==> src/rtl/prog_clk_div.sv <==
// Runtime-programmable clock divider / tick generator with square-wave and tick
// outputs, pause/resume, one-shot mode and a glitch-free divide-value load.
`timescale 1ns/1ps

module prog_clk_div #(
    parameter int               DIV_W       = 32,
    parameter logic [DIV_W-1:0] DEFAULT_DIV = DIV_W'(300_000_000)
) (
    input  logic             clk_in,
    input  logic             rst,
    input  logic             en,
    input  logic             restart,
    input  logic             oneshot,
    input  logic             div_wr,
    input  logic [DIV_W-1:0] div_in,
    output logic             divided_clk,
    output logic             tick,
    output logic             div_busy,
    output logic             running,
    output logic             done
);

    localparam logic [1:0] ST_IDLE  = 2'd0;
    localparam logic [1:0] ST_RUN   = 2'd1;
    localparam logic [1:0] ST_PAUSE = 2'd2;
    localparam logic [1:0] ST_DONE  = 2'd3;

    logic [1:0]       state;
    logic [DIV_W-1:0] cnt;
    logic [DIV_W-1:0] div_act;
    logic [DIV_W-1:0] div_pend;
    logic             busy;
    logic             cnt_at_end;
    logic             counting;
    logic             event_hit;
    logic             apply;

    // The edge leaving PAUSE also counts, so a pause of P cycles costs exactly P edges.
    assign cnt_at_end = (cnt == div_act - DIV_W'(1));
    assign counting   = en && ((state == ST_RUN) || (state == ST_PAUSE));
    assign event_hit  = counting && cnt_at_end;
    assign apply      = busy && (restart || event_hit || ((state == ST_IDLE) && en));

    assign div_busy = busy;
    assign running  = (state == ST_RUN);
    assign done     = (state == ST_DONE);

    // A write on the applying edge lands after the apply and keeps busy set.
    always_ff @(posedge clk_in or posedge rst) begin
        if (rst) begin
            div_act  <= DEFAULT_DIV;
            div_pend <= DEFAULT_DIV;
            busy     <= 1'b0;
        end else begin
            if (apply) begin
                div_act <= div_pend;
                busy    <= 1'b0;
            end
            if (div_wr) begin
                div_pend <= (div_in == '0) ? DIV_W'(1) : div_in;
                busy     <= 1'b1;
            end
        end
    end

    always_ff @(posedge clk_in or posedge rst) begin
        if (rst) begin
            state       <= ST_IDLE;
            cnt         <= '0;
            divided_clk <= 1'b0;
            tick        <= 1'b0;
        end else if (restart) begin
            state       <= ST_IDLE;
            cnt         <= '0;
            divided_clk <= 1'b0;
            tick        <= 1'b0;
        end else begin
            tick <= 1'b0;
            case (state)
                ST_IDLE: begin
                    cnt <= '0;
                    if (en) begin
                        state <= ST_RUN;
                    end
                end
                ST_RUN, ST_PAUSE: begin
                    if (!en) begin
                        state <= ST_PAUSE;
                    end else if (cnt_at_end) begin
                        cnt         <= '0;
                        divided_clk <= ~divided_clk;
                        tick        <= 1'b1;
                        state       <= oneshot ? ST_DONE : ST_RUN;
                    end else begin
                        cnt   <= cnt + DIV_W'(1);
                        state <= ST_RUN;
                    end
                end
                ST_DONE: begin
                    cnt <= '0;
                end
                default: begin
                    state <= ST_IDLE;
                end
            endcase
        end
    end

endmodule

==> config.mk <==
export PLATFORM = sky130hd
export DESIGN_NAME = prog_clk_div
export DESIGN_NICKNAME = d
export VERILOG_FILES = /design/src/rtl/prog_clk_div.sv
export SDC_FILE = /design/constraint.sdc
export NUM_CORES = 1
export LEC_CHECK = 0
export CAP_MARGIN = 20
export CORE_MARGIN = 10
export CORE_UTILIZATION = 42
export CTS_CLUSTER_DIAMETER = 40
export DETAILED_ROUTE_END_ITERATION = 8
export PLACE_DENSITY = 0.68
export SLEW_MARGIN = 20
export SYNTH_ARGS = -nofsm -noshare
export SYNTH_HDL_FRONTEND = slang
export SYNTH_SLANG_ARGS = --single-unit
==> constraint.sdc <==
create_clock -name clk_in -period 4.2 [get_ports clk_in]
set_input_delay 0.42 -clock clk_in [delete_from_list [all_inputs] [get_ports clk_in]]
set_output_delay 0.42 -clock clk_in [all_outputs]
set_load 0.1 [all_outputs]
==> metrics.txt <==
met3 Track Usage GR=2.158%; # H-tree levels=3; Post-synth EDFFs=0; post-route ant nets=0; total power=~2.6 mW; RSZ-0062 raised after global routing=no; register area=~2600 um^2; placed cells=767; Clock Latency Late Sink=approximately 360 ps; GRT busiest layer=met2; multi-input gate area in the final layout=3157 um^2; vias in the first global route=4333; Max Cap Viol=0; root buffer cell=clkbuf_16; Synth Area in Adders=around 1.1%; Hold WS=502.0 ps; Synth Area in Simple Gates=20.87%; clock skew=8.567 ps; mux contribution to synthesized area=14.72%; hold endpoint=div_act[11]; CP Max Fanout=32; Synthesis Warnings=0; final setup TNS=0 ps; most frequent cells in the layout=81 x dfrtp_1, 53 x nand2_1, 42 x clkdlybuf4s50_1, 40 x nor2_1, 36 x xnor2_1; commonest non-fill, non-tap cell in the layout=dfrtp_1; Hold Crit Depth=1; Hold Crit Class=register to register; DRT iter0 DRCs=322; Area growth, synth to finish=14.83%; worst path arrival time=slightly above 4000 ps; Final GP Congestion=0.9137; residual DRC count=0; # diodes=0; Final Cell Area=approximately 6700 um^2; hold_sp=div_pend[11]; die footprint=19090 um^2; Final Max Tran Viols=0; Final period util=92.91%; GRT overflow=0; Post-Synth XOR/XNOR Area=8.365%; Syn Area/Cell=10.38 um^2; antenna violations before repair=0; highest clock rate=256.3 MHz; Post-Route WL=12980 um; detailed-route via count=between 4000 and 5000; Slew headroom=34.33%; Die Y=138.2 um; CP Class=register to register; Startpoint Class=register; Num CTS Buffers=9; GR Util All Layers=between 10 and 15%; largest family of logic cells by synthesized area=simple AND/OR/NAND/NOR gates; routed len/inst=16.57 um; worst r2r src=div_act[0]; # fillers=about 1300; Seq cells post-synth=~100; Fin. Hold Viols=0; Layout Nets=641; PwrDens=slightly below 400 nW/um^2; cts hold-fix bufs=0; crit end category=register; Distinct cells, synth=between 60 and 70; Seq/Total Area, Yosys=43.53%; synth top area cells=dfrtp_1 35%, dfstp_2 9.0%, mux2_4 7.7%, mux2_2 6.1%, xnor2_1 5.4%; Crit Reg-Reg Endpoint=div_act[0]; Mapped Area=5863 um^2; Req. time, crit path=4430 ps; post-DR vias/cell=5.549; Worst Reg-to-Reg Cells=11; status=finished, final reports clean; TritonCTS clock tree=done; largest net degree at the start of global routing=67; synthesized net count=608; met2 Use GR=21.13%; first-pass GRT wire length=between 20000 and 25000 um; Peak VDD IR=0.0002774 V; Setup Fix Bufs, Post-CTS=0; CTS clk-pin slew, worst paths=70 ps; M1 GR Usage=18.23%; Synth async-reset ratio=100.0%; actual slew at the worst max-slew pin=between 900 and 1000 ps; layout cells sized above 1=20.23%; FP Rows=between 40 and 50; TritonCTS Sinks=just over 100; drt first pass iters=4; Syn Inst Count=565; compound-cell area share of the yosys netlist=roughly 8.7%; post-synth top area share=between 30% and 40%; Starting Density=42.57%; r2r setup slk=300 ps; post-cts resize count=0; Synth area leader=dfrtp_1; Placed Area=6440 um^2; Pleak=roughly 2.7 nW; final worst path period need=roughly 3900 ps; predominant post-synthesis flop cell=dfrtp_1; CORE AREA=13770 um^2; PortBufs=42; Clock Path Buffers=2; post-detailed-placement half-perimeter wirelength=9796 um; IO Count=43; chip width=roughly 140 um; Post-Layout Cell Count=783; Final Setup Violations=0
[worst max path at each step]
stage	cells after the start	startpoint	to
after floorplan	12	div_act[0]	div_act[0]
after global placement	11	div_act[0]	div_act[11]
after detailed placement	11	div_act[0]	div_act[11]
after CTS	11	div_act[0]	div_act[11]
after global routing	11	div_act[0]	div_act[12]
final	11	div_act[0]	div_act[0]
[per-layer routing]
| metal | wire length (um) | part of all wire [%] |
|---|---|---|
| met5 | 0 | 0 |
| met1 | 6142 | 47 |
| met2 | 6074 | 47 |
| met3 | 526 | 4.1 |
| met4 | 234 | 1.8 |
[sequential cells by signal, indices dropped and copies added (netlist names)]
signal / count
tick: 1
state: 2
div_busy: 1
div_act: 32
div_pend: 32
cnt: 32
divided_clk: 1
[power by group]
group | internal (mW) | total (mW) | switching [mW]
registers | 1.10 | 1.25 | 0.148
logic | 0.300 | 0.549 | 0.249
clock network | 0.439 | 0.811 | 0.372
[through the flow]
step	setup slack [ps]	util, %
2_1_floorplan	753.6	-
3_3_place_gp	428.5	46.76
3_5_place_dp	294.5	46.76
4_1_cts	295.9	48.88
5_1_grt	37.29	48.88
6_report	297.9	48.88
[kinds of logic (layout without fill, tap and decap cells)]
| kind of cell | count (synthesis) | in the layout |
|---|---|---|
| and+or+nand+nor | 227 | 227 |
| AOI/OAI and AO/OA | 74 | 74 |
| muxes | 67 | 67 |
| adders and majority gates | 5 | 5 |
| xor gates and xnor gates | 56 | 56 |
| buffers and inverters | 35 | 73 |
| DFF | 101 | 101 |
[synthesized netlist by cell type (all sizes together), types with 9 or more instances]
cell,n
nor2,40
or3,10
dfstp,20
nor4,21
clkbuf,19
nand2,53
xnor2,36
nor3,24
o21ai,22
dfrtp,81
mux2,64
nand3,18
nand4,15
xor2,20
a21o,9
[cell type report]
cell class | instances | area share, %
inverter | 8 | 0.4832
multi-input combinational | 429 | 46.89
tap | 180 | 3.345
timing repair buffer | 49 | 7.025
clock buffer | 11 | 3.754
sequential | 101 | 37.91
clock inverter | 5 | 0.5947
[critical path: stages, from the launching register on]
cell,delay [ps]
dfrtp_1,440
inv_1,80
ha_1,180
nor3b_2,450
nand4_1,300
or3_1,510
and4bb_1,280
a311oi_1,50
a22o_1,290
or3_4,400
a21bo_4,410
mux2_4,370
Note: power is estimated with default switching activity, not from simulation.
